===== config.mk =====
export PLATFORM = sky130hd
export DESIGN_NAME = conv_sequencer
export DESIGN_NICKNAME = d
export VERILOG_FILES = /design/src/rtl/conv_sequencer.sv
export SDC_FILE = /design/constraint.sdc
export NUM_CORES = 1
export LEC_CHECK = 0
export ABC_AREA = 0
export ABC_CLOCK_PERIOD_IN_PS = 18200
export CAP_MARGIN = 25
export CORE_UTILIZATION = 66
export CTS_CLUSTER_DIAMETER = 200
export DETAILED_ROUTE_END_ITERATION = 16
export GPL_TIMING_DRIVEN = 0
export PLACE_DENSITY_LB_ADDON = 0.05
export SLEW_MARGIN = 20
export SYNTH_ARGS = -nofsm -noshare
export SYNTH_HDL_FRONTEND = slang
export SYNTH_SLANG_ARGS = --single-unit

===== constraint.sdc =====
create_clock -name CLK -period 18.2 [get_ports CLK]
set_input_delay 3.64 -clock CLK [delete_from_list [all_inputs] [get_ports CLK]]
set_output_delay 3.64 -clock CLK [all_outputs]
set_load 0.01 [all_outputs]

===== src/rtl/conv_sequencer.sv =====
// -----------------------------------------------------------------------------
// conv_sequencer
//
// Phase controller for the convolution datapath. It latches the command and
// size registers when a command is accepted, then steps through feature,
// bias and per-channel weight loading, the MAC start/done exchange and output
// draining. It counts beats and drives the status flags read back over APB.
//
// Optional feature: define CONV_SEQ_PERF_EN to build the stall counter on
// perf_stall_cnt. Without it the port is tied to zero and the FSM is unchanged.
//
// Ports
//   CLK, RST          clock, synchronous active-high reset
//   command[2:0]      0=NOP/clear, 1=LOAD_FEAT, 2=LOAD_BIAS, 3=RUN, 4-7 ignored
//   Flen[5:0]         feature map side length
//   num_INCH[8:0]     input channel count
//   num_OUTCH[8:0]    output channel count
//   s_beat            S_AXIS_TVALID & S_AXIS_TREADY
//   m_beat            M_AXIS_TVALID & M_AXIS_TREADY
//   mac_done          one-cycle pulse, current output channel computed
//   s_ready_en        gates S_AXIS_TREADY
//   m_valid_en        gates M_AXIS_TVALID
//   m_last            final output beat of the current channel
//   mac_start         one-cycle pulse in the first MAC cycle
//   outch_idx[8:0]    current output channel
//   beat_idx[19:0]    beat index within the current phase (buffer address)
//   F_writedone, B_writedone, rdy_to_send, conv_done, cmd_err   status flags
//   perf_stall_cnt    stall cycles in SEND/WLOAD (zero unless CONV_SEQ_PERF_EN)
//   state_dbg[2:0]    current FSM state encoding
//
// Handshake: a beat is counted only when the external logic reports a
// completed AXIS transfer (s_beat / m_beat = TVALID & TREADY) while the
// matching enable is high. Enables are registered and depend on state only,
// so there is no combinational path from a beat back to its enable. A beat
// seen outside its enabling state is ignored.
// -----------------------------------------------------------------------------
module conv_sequencer (
    input  logic        CLK,
    input  logic        RST,
    input  logic [2:0]  command,
    input  logic [5:0]  Flen,
    input  logic [8:0]  num_INCH,
    input  logic [8:0]  num_OUTCH,
    input  logic        s_beat,
    input  logic        m_beat,
    input  logic        mac_done,
    output logic        s_ready_en,
    output logic        m_valid_en,
    output logic        m_last,
    output logic        mac_start,
    output logic [8:0]  outch_idx,
    output logic [19:0] beat_idx,
    output logic        F_writedone,
    output logic        B_writedone,
    output logic        rdy_to_send,
    output logic        conv_done,
    output logic        cmd_err,
    output logic [31:0] perf_stall_cnt,
    output logic [2:0]  state_dbg
);

    typedef enum logic [2:0] {
        IDLE  = 3'd0,
        FEAT  = 3'd1,
        BIAS  = 3'd2,
        WLOAD = 3'd3,
        MAC   = 3'd4,
        SEND  = 3'd5,
        HOLD  = 3'd6
    } state_t;

    localparam logic [2:0] CMD_NOP  = 3'd0;
    localparam logic [2:0] CMD_FEAT = 3'd1;
    localparam logic [2:0] CMD_BIAS = 3'd2;
    localparam logic [2:0] CMD_RUN  = 3'd3;

    state_t      state;
    logic [5:0]  flen_q;
    logic [8:0]  inch_q;
    logic [8:0]  outch_q;

    // Ceiling division by 4 without an add that could wrap at 20 bits.
    function automatic logic [19:0] ceil4(input logic [19:0] x);
        return {2'b00, x[19:2]} + {19'd0, |x[1:0]};
    endfunction

    // All size products are truncated to 20 bits before the division.
    function automatic logic [19:0] feat_words(input logic [5:0] f, input logic [8:0] c);
        logic [19:0] sq;
        logic [19:0] prod;
        sq   = 20'(f) * 20'(f);
        prod = sq * 20'(c);
        return ceil4(prod);
    endfunction

    function automatic logic [19:0] out_words(input logic [5:0] f);
        logic [19:0] sq;
        sq = 20'(f) * 20'(f);
        return ceil4(sq);
    endfunction

    logic [19:0] fw_cnt;
    logic [19:0] bw_cnt;
    logic [19:0] ww_cnt;
    logic [19:0] ow_cnt;
    logic [19:0] phase_cnt;
    logic        last_in_beat;
    logic        run_ok;

    assign fw_cnt = feat_words(flen_q, inch_q);
    assign bw_cnt = ceil4(20'(outch_q));
    assign ww_cnt = ceil4(20'(inch_q) * 20'd9);
    assign ow_cnt = out_words(flen_q);

    always_comb begin
        phase_cnt = 20'd0;
        case (state)
            FEAT:    phase_cnt = fw_cnt;
            BIAS:    phase_cnt = bw_cnt;
            WLOAD:   phase_cnt = ww_cnt;
            default: phase_cnt = 20'd0;
        endcase
    end

    assign last_in_beat = (beat_idx == phase_cnt - 20'd1);
    assign run_ok       = F_writedone & B_writedone & (Flen != 6'd0) & (num_OUTCH != 9'd0);
    assign state_dbg    = state;

    always_ff @(posedge CLK) begin
        if (RST) begin
            state       <= IDLE;
            flen_q      <= 6'd0;
            inch_q      <= 9'd0;
            outch_q     <= 9'd0;
            s_ready_en  <= 1'b0;
            m_valid_en  <= 1'b0;
            m_last      <= 1'b0;
            mac_start   <= 1'b0;
            outch_idx   <= 9'd0;
            beat_idx    <= 20'd0;
            F_writedone <= 1'b0;
            B_writedone <= 1'b0;
            rdy_to_send <= 1'b0;
            conv_done   <= 1'b0;
            cmd_err     <= 1'b0;
        end else begin
            mac_start <= 1'b0;
            case (state)
                IDLE: begin
                    beat_idx <= 20'd0;
                    if (command == CMD_FEAT) begin
                        flen_q  <= Flen;
                        inch_q  <= num_INCH;
                        outch_q <= num_OUTCH;
                        // An empty load finishes at once; the flag shows next cycle.
                        if (feat_words(Flen, num_INCH) == 20'd0) begin
                            F_writedone <= 1'b1;
                            state       <= HOLD;
                        end else begin
                            s_ready_en <= 1'b1;
                            state      <= FEAT;
                        end
                    end else if (command == CMD_BIAS) begin
                        flen_q  <= Flen;
                        inch_q  <= num_INCH;
                        outch_q <= num_OUTCH;
                        if (ceil4(20'(num_OUTCH)) == 20'd0) begin
                            B_writedone <= 1'b1;
                            state       <= HOLD;
                        end else begin
                            s_ready_en <= 1'b1;
                            state      <= BIAS;
                        end
                    end else if (command == CMD_RUN) begin
                        flen_q    <= Flen;
                        inch_q    <= num_INCH;
                        outch_q   <= num_OUTCH;
                        outch_idx <= 9'd0;
                        if (run_ok) begin
                            s_ready_en <= 1'b1;
                            state      <= WLOAD;
                        end else begin
                            cmd_err   <= 1'b1;
                            conv_done <= 1'b1;
                            state     <= HOLD;
                        end
                    end
                end

                FEAT, BIAS, WLOAD: begin
                    // A zero weight count (num_INCH=0) skips straight to MAC.
                    if ((phase_cnt == 20'd0) || (s_beat && last_in_beat)) begin
                        beat_idx   <= 20'd0;
                        s_ready_en <= 1'b0;
                        if (state == FEAT) begin
                            F_writedone <= 1'b1;
                            state       <= HOLD;
                        end else if (state == BIAS) begin
                            B_writedone <= 1'b1;
                            state       <= HOLD;
                        end else begin
                            mac_start <= 1'b1;
                            state     <= MAC;
                        end
                    end else if (s_beat) begin
                        beat_idx <= beat_idx + 20'd1;
                    end
                end

                MAC: begin
                    if (mac_done) begin
                        beat_idx    <= 20'd0;
                        m_valid_en  <= 1'b1;
                        rdy_to_send <= 1'b1;
                        m_last      <= (ow_cnt == 20'd1);
                        state       <= SEND;
                    end
                end

                SEND: begin
                    if (m_beat) begin
                        if (beat_idx == ow_cnt - 20'd1) begin
                            beat_idx    <= 20'd0;
                            m_valid_en  <= 1'b0;
                            rdy_to_send <= 1'b0;
                            m_last      <= 1'b0;
                            if (outch_idx == outch_q - 9'd1) begin
                                F_writedone <= 1'b0;
                                B_writedone <= 1'b0;
                                conv_done   <= 1'b1;
                                state       <= HOLD;
                            end else begin
                                outch_idx  <= outch_idx + 9'd1;
                                s_ready_en <= 1'b1;
                                state      <= WLOAD;
                            end
                        end else begin
                            beat_idx <= beat_idx + 20'd1;
                            // Registered look-ahead so m_last is high exactly on beat OW-1.
                            m_last   <= (beat_idx + 20'd1 == ow_cnt - 20'd1);
                        end
                    end
                end

                HOLD: begin
                    // Waiting for command 0 keeps a stuck command from re-triggering.
                    if (command == CMD_NOP) begin
                        conv_done <= 1'b0;
                        cmd_err   <= 1'b0;
                        state     <= IDLE;
                    end
                end

                default: state <= IDLE;
            endcase
        end
    end

`ifdef CONV_SEQ_PERF_EN
    always_ff @(posedge CLK) begin
        if (RST) begin
            perf_stall_cnt <= 32'd0;
        end else if ((state == IDLE) && (command == CMD_RUN)) begin
            perf_stall_cnt <= 32'd0;
        end else if ((((state == SEND) && !m_beat) || ((state == WLOAD) && !s_beat))
                     && (perf_stall_cnt != 32'hFFFF_FFFF)) begin
            perf_stall_cnt <= perf_stall_cnt + 32'd1;
        end
    end
`else
    assign perf_stall_cnt = 32'd0;
`endif

endmodule

==> insert_results.sql <==
INSERT INTO impl_metrics (metric_group, metric, value, unit) VALUES
('hold_path', 'timing.hold.worst.class', 'flop to flop', ''),
('clocking', 'cts_tree', 'done', ''),
('placement', 'dpl_cell_area', '15700', 'um2'),
('job', 'drv.max_cap_violation_count', '0', ''),
('synthesis', 'yosysSeqAreaShare', '8.84', '%'),
('synthesis', 'synth_commonest_cells', 'inv_1 (208), nand2_1 (181), and2_1 (157)', ''),
('cells_and_area', 'final_cell_area', '16000', 'um2'),
('route', 'finalWirelength', '36.8', 'mm'),
('sta', 'worst_path_setup_slack_after_routing', '4.47', 'ns'),
('floorplan', 'top_level_ports', '105', ''),
('sta', 'totalNegativeSetupSlack', '0', 'ns'),
('sta', 'timing.final.crit_share', '75.4', '%'),
('synthesis', 'synth_cell_types', '99', ''),
('critical_path', 'crit_path_start_kind', 'input pin', ''),
('critical_path', 'timing.critical_path.arrival', '13.97', 'ns'),
('synthesis', 'yosys-top-cells-area', 'fa_1 (19%), ha_1 (12%), dfxtp_1 (8.8%)', ''),
('clocking', 'post_cts_hold_buffer_count', '0', ''),
('critical_path', 'worst_r2r_startpoint', 'flen_q[0]', ''),
('clocking', 'clock_tree.root_cell', 'clkbuf_16', ''),
('power', 'power_density', '115', 'nW/um2'),
('cells_and_area', 'seq_area', '1280', 'um2'),
('critical_path', 'ff2ff_setup_slack', '6.91', 'ns'),
('placement', 'dp_cells', '2176', ''),
('sta', 'setup_repair_after_global_routing_missed_its_margin', 'no', ''),
('cells_and_area', 'area_growth', '10.1', '%'),
('route', 'detail_route.iter0.violations', '838', ''),
('route', 'detail_route.drc_violations', '0', ''),
('critical_path', 'regToRegEndpoint', 'beat_idx[18]', ''),
('floorplan', 'initial_utilization', '68.1', '%'),
('critical_path', 'critical_path_origin', 'Flen[0]', ''),
('floorplan', 'rows', '53', ''),
('synthesis', 'synth_top_cell_by_area', 'fa_1', ''),
('run_status', 'run_status', 'complete, no violations', ''),
('synthesis', 'area_of_the_mapped_netlist', '14500', 'um2'),
('sta', 'worst_clock_skew', '0.0165', 'ns'),
('clocking', 'htree_num_levels', '3', ''),
('synthesis', 'synth-seq-cells', '64', ''),
('critical_path', 'worst_setup_path_end_kind', 'flop', ''),
('sta', 'worst_hold_check_slack', '0.469', 'ns'),
('cells_and_area', 'post-route-util', '75.0', '%'),
('synthesis', 'postSynth.topFlopCell', 'dfxtp_1', ''),
('route', 'final_antenna_net_count', '0', ''),
('power', 'power.leakage', '6.98', 'nW'),
('clocking', 'clk_path_buf_depth', '2', ''),
('critical_path', 'crit_path_frequent_cell', 'fa_1', ''),
('synthesis', 'average_size_of_a_mapped_cell', '8.05', 'um2'),
('placement', 'io_buffer_count', '69', ''),
('critical_path', 'timing.critical_path.depth', '35', ''),
('sta', 'period_needed', '13.73', 'ns'),
('critical_path', 'cp_num_buf_inv', '7', ''),
('floorplan', 'floorplan.die.height', '150', 'um'),
('global_routing', 'grt_overflow', '0', ''),
('clocking', 'cts-buffers-inserted', '9', ''),
('sta', 'finalSetupViolations', '0', ''),
('synthesis', 'async_reset_ff_share', '0', '%'),
('critical_path', 'worst_path_required', '18.44', 'ns'),
('route', 'routed_wire_length_per_instance', '16.8', 'um'),
('sta', 'max_freq', '72.8', 'MHz'),
('global_routing', 'initial_antenna_violation_count', '0', ''),
('route', 'num_vias', '13012', ''),
('global_routing', 'grt_first_pass_wirelength', '62.0', 'mm'),
('placement', 'hpwlAfterDp', '30.2', 'mm'),
('cells_and_area', 'diodes', '0', ''),
('floorplan', 'floorplan.die_area', '22600', 'um2'),
('critical_path', 'critPathCapture', 's_ready_en', ''),
('clocking', 'cts_sinks', '64', ''),
('global_routing', 'grtUsageTotal', '34.5', '%'),
('floorplan', 'die_w', '150', 'um'),
('synthesis', 'synth-edff-count', '0', ''),
('sta', 'rel_slew_slack', '33.9', '%'),
('clocking', 'worst_setup_hold_path_clk_slew', '0.07', 'ns');
==> sequential cells by signal, indices dropped and copies added, names as in the netlist <==
register	flops
cmd_err	1
outch_idx	9
mac_start	1
conv_done	1
beat_idx	20
s_ready_en	1
state_dbg	3
flen_q	6
outch_q	9
inch_q	9
B_writedone	1
F_writedone	1
m_last	1
rdy_to_send	1
==> routing by layer <==
metal / wire [um] / global-route usage, %
met1: 15400 / 43.2
met2: 18100 / 60.3
met3: 2220 / 4.24
met4: 1090 / 13.3
met5: 0 / 0
==> layout make-up <==
type / count / area share [%]
clock inverter: 7 / 0.494
clock buffer: 9 / 1.41
sequential: 64 / 8.03
tap: 275 / 2.16
buffer: 106 / 3.41
timing repair buffer: 69 / 4.33
inverter: 208 / 4.89
multi-input combinational: 1454 / 75.3
==> worst min path at each step <==
stage / startpoint / endpoint / depth (start not counted)
floorplan: inch_q[1] / inch_q[1] / 2
CTS: conv_done / conv_done / 1
global placement: conv_done / conv_done / 1
detailed placement: conv_done / conv_done / 1
global route: s_ready_en / s_ready_en / 1
finish: conv_done / conv_done / 1
==> worst reg2reg max path: cells and delay by family, from the launching register on <==
| kind | cells | cell delay, ns |
|---|---|---|
| flops | 1 | 0.48 |
| compound gates | 8 | 1.99 |
| simple gates | 9 | 1.94 |
| fa+ha+maj | 9 | 3.92 |
| xor+xnor | 4 | 1.05 |
| buf+inv | 9 | 1.77 |
==> power by group <==
part,internal (mW),switching [mW]
Clock,0.107,0.0724
Sequential,0.158,0.0239
Combinational,0.606,0.869
Total,0.872,0.965
==> cell usage in the layout, fill, tap and decap left out, types with 7 or more instances in the layout <==
cell	count
or4_1	10
xor2_1	55
nor3_1	38
a31oi_1	17
xnor2_1	105
and2_1	157
and4_1	7
ha_1	141
a21oi_1	80
clkdlybuf4s50_1	69
and3_1	15
nor3_2	11
nor3b_1	9
a211oi_1	11
clkbuf_1	64
a21o_1	10
nand2b_1	11
conb_1	33
clkbuf_16	9
nand3_1	45
nor2_1	87
inv_1	208
o211ai_1	13
mux2i_1	15
nand2_1	181
nor4_1	11
o21a_1	12
buf_4	34
or3_1	12
nor2b_1	16
fa_1	139
dfxtp_1	64
or2_2	11
nand4_1	13
o21bai_1	13
o21ai_0	40
==> cells by family after synthesis <==
logic type	synth area share, %
xor+xnor	9.94
buf+inv	9.14
compound gates	13.7
other cells	0.0259
mux	1.35
fa+ha+maj	31.4
simple gates	25.6
flops	8.84
No activity file was read; power rests on OpenSTA's default activity.
==> RTL change (same settings) <==
The option `CONV_SEQ_PERF_EN` is turned on by a define.
--- a/src/rtl/conv_sequencer.sv
+++ b/src/rtl/conv_sequencer.sv
@@ -35,4 +35,6 @@
 // seen outside its enabling state is ignored.
 // -----------------------------------------------------------------------------
+`define CONV_SEQ_PERF_EN
+
 module conv_sequencer (
     input  logic        CLK,
Function: no difference found for any inputs over 4 cycles, from zero or initial values and one cycle with RST high; that may be too few to reach the edited logic, so the function may still have changed.
==> RTL change against the original RTL <==
Area after synthesis grew 7.5%. Fmax grew 5.4%. First-iteration DRC count grew 32%. Cell area grew 8.5%. Combinational power is essentially flat. Worst hold slack gained 0.040 ns. Clock power grew 10%. Wire length grew 10%. Setup slack gained 0.70 ns. Sequential cell count grew 32. Global-route usage grew 0.40 points. Power grew 4.4%. Critical endpoint is now F_writedone.
==> RTL change: results <==
export IMPL_ys_seq_elements=96
export IMPL_viasPerCell=5.939
export IMPL_dp_final_hpwl_mm=33.19
export IMPL_syn_area_per_cell_um2=7.857
export IMPL_worst_path_largest_cell_delay_ns=0.59
export IMPL_yosysSeqAreaShare=0.1233
export IMPL_ys_types=93
export IMPL_worst_clock_skew_ns=0.01097
export IMPL_grt_max_degree=21
export IMPL_placed_cell_area_um2=17000
export IMPL_nFillCells=1799
export IMPL_cp_slowest_cell="clkdlybuf4s50_1"
export IMPL_ir_worst_vdd_v=0.0004240
export IMPL_dpl_worst_slack_ns=4.950
export IMPL_outcome="complete, no violations"
export IMPL_synth_commonest_cells="nand2_1 (235), inv_1 (205), and2_1 (162)"
export IMPL_instances_no_fill=2415
export IMPL_worstPathArrival_ns=13.33
export IMPL_grt_pass1_vias=14234
export IMPL_grt_total_usage=0.3488
export IMPL_drt_iter0_drc=1102
export IMPL_port_buffers=102
export IMPL_drive_gt1_frac=0.03568
export IMPL_globalplace_congestion=0.9772
export IMPL_synth_area_leaders="fa_1 (18%), dfxtp_1 (12%), ha_1 (11%)"
## RTL change: critical path: cells and delay by family
| family | cells | cell delay, ns |
|---|---|---|
| adder cells (fa/ha/maj) | 8 | 3.61 |
| AND/OR/NAND/NOR | 12 | 2.62 |
| AO/OA/AOI/OAI | 7 | 1.75 |
| buffers and inverters | 6 | 1.16 |
| XOR/XNOR | 2 | 0.42 |
| multiplexers | 1 | 0.13 |
## RTL change: report_power, final
part | internal, µW | total [µW] | switching [µW]
registers | 228 | 252 | 23.5
clock network | 98.4 | 198 | 99.3
logic | 628 | 1470 | 840
total | 955 | 1920 | 963
## RTL change: worst paths after layout
path | start | endpoint | slack [ns] | cells past startpoint
max | Flen[0] | F_writedone | 5.17 | 36
min | perf_stall_cnt[1] | perf_stall_cnt[1] | 0.51 | 2
max reg2reg | flen_q[0] | beat_idx[11] | 6.69 | 37
min reg2reg | perf_stall_cnt[1] | perf_stall_cnt[1] | 0.51 | 2
## RTL change: through the flow
step	power, µW	utilization
2_1_floorplan	1397	-
3_3_place_gp	1663	0.7419
3_5_place_dp	1708	0.7419
4_1_cts	1917	0.7553
5_1_grt	2127	0.7553
6_report	1918	0.7553
## RTL change: area by class of cell
type                    count  area [µm²]  share of cell area
multi-input cells        1598       12500              0.7224
well taps                 313       391.6             0.02263
flip-flops and latches     96        1922              0.1110
clock buffers               9       225.2             0.01301
repair buffers            102        1021             0.05899
plain buffers              84       390.4             0.02255
inverters                 206       773.2             0.04468
clock inverters             7       81.33            0.004699
## RTL change: cell families after synthesis
| kind of cell | after synthesis | synth area share |
|---|---|---|
| compound gates | 325 | 0.1360 |
| xor+xnor | 174 | 0.09776 |
| fa+ha+maj | 281 | 0.2925 |
| buf+inv | 290 | 0.07464 |
| flops | 96 | 0.1233 |
| mux | 14 | 0.009230 |
| other cells | 1 | 0.0002406 |
| simple gates | 803 | 0.2663 |
## RTL change: layer usage
metal  vias to the layer above  GRT usage  wire, µm
met5                         -          0         0
met2                       522     0.6118     19730
met4                         0     0.1321      1375
met3                        93    0.04333      2414
met1                      6837     0.4377     17040
li1                       6891          -         -
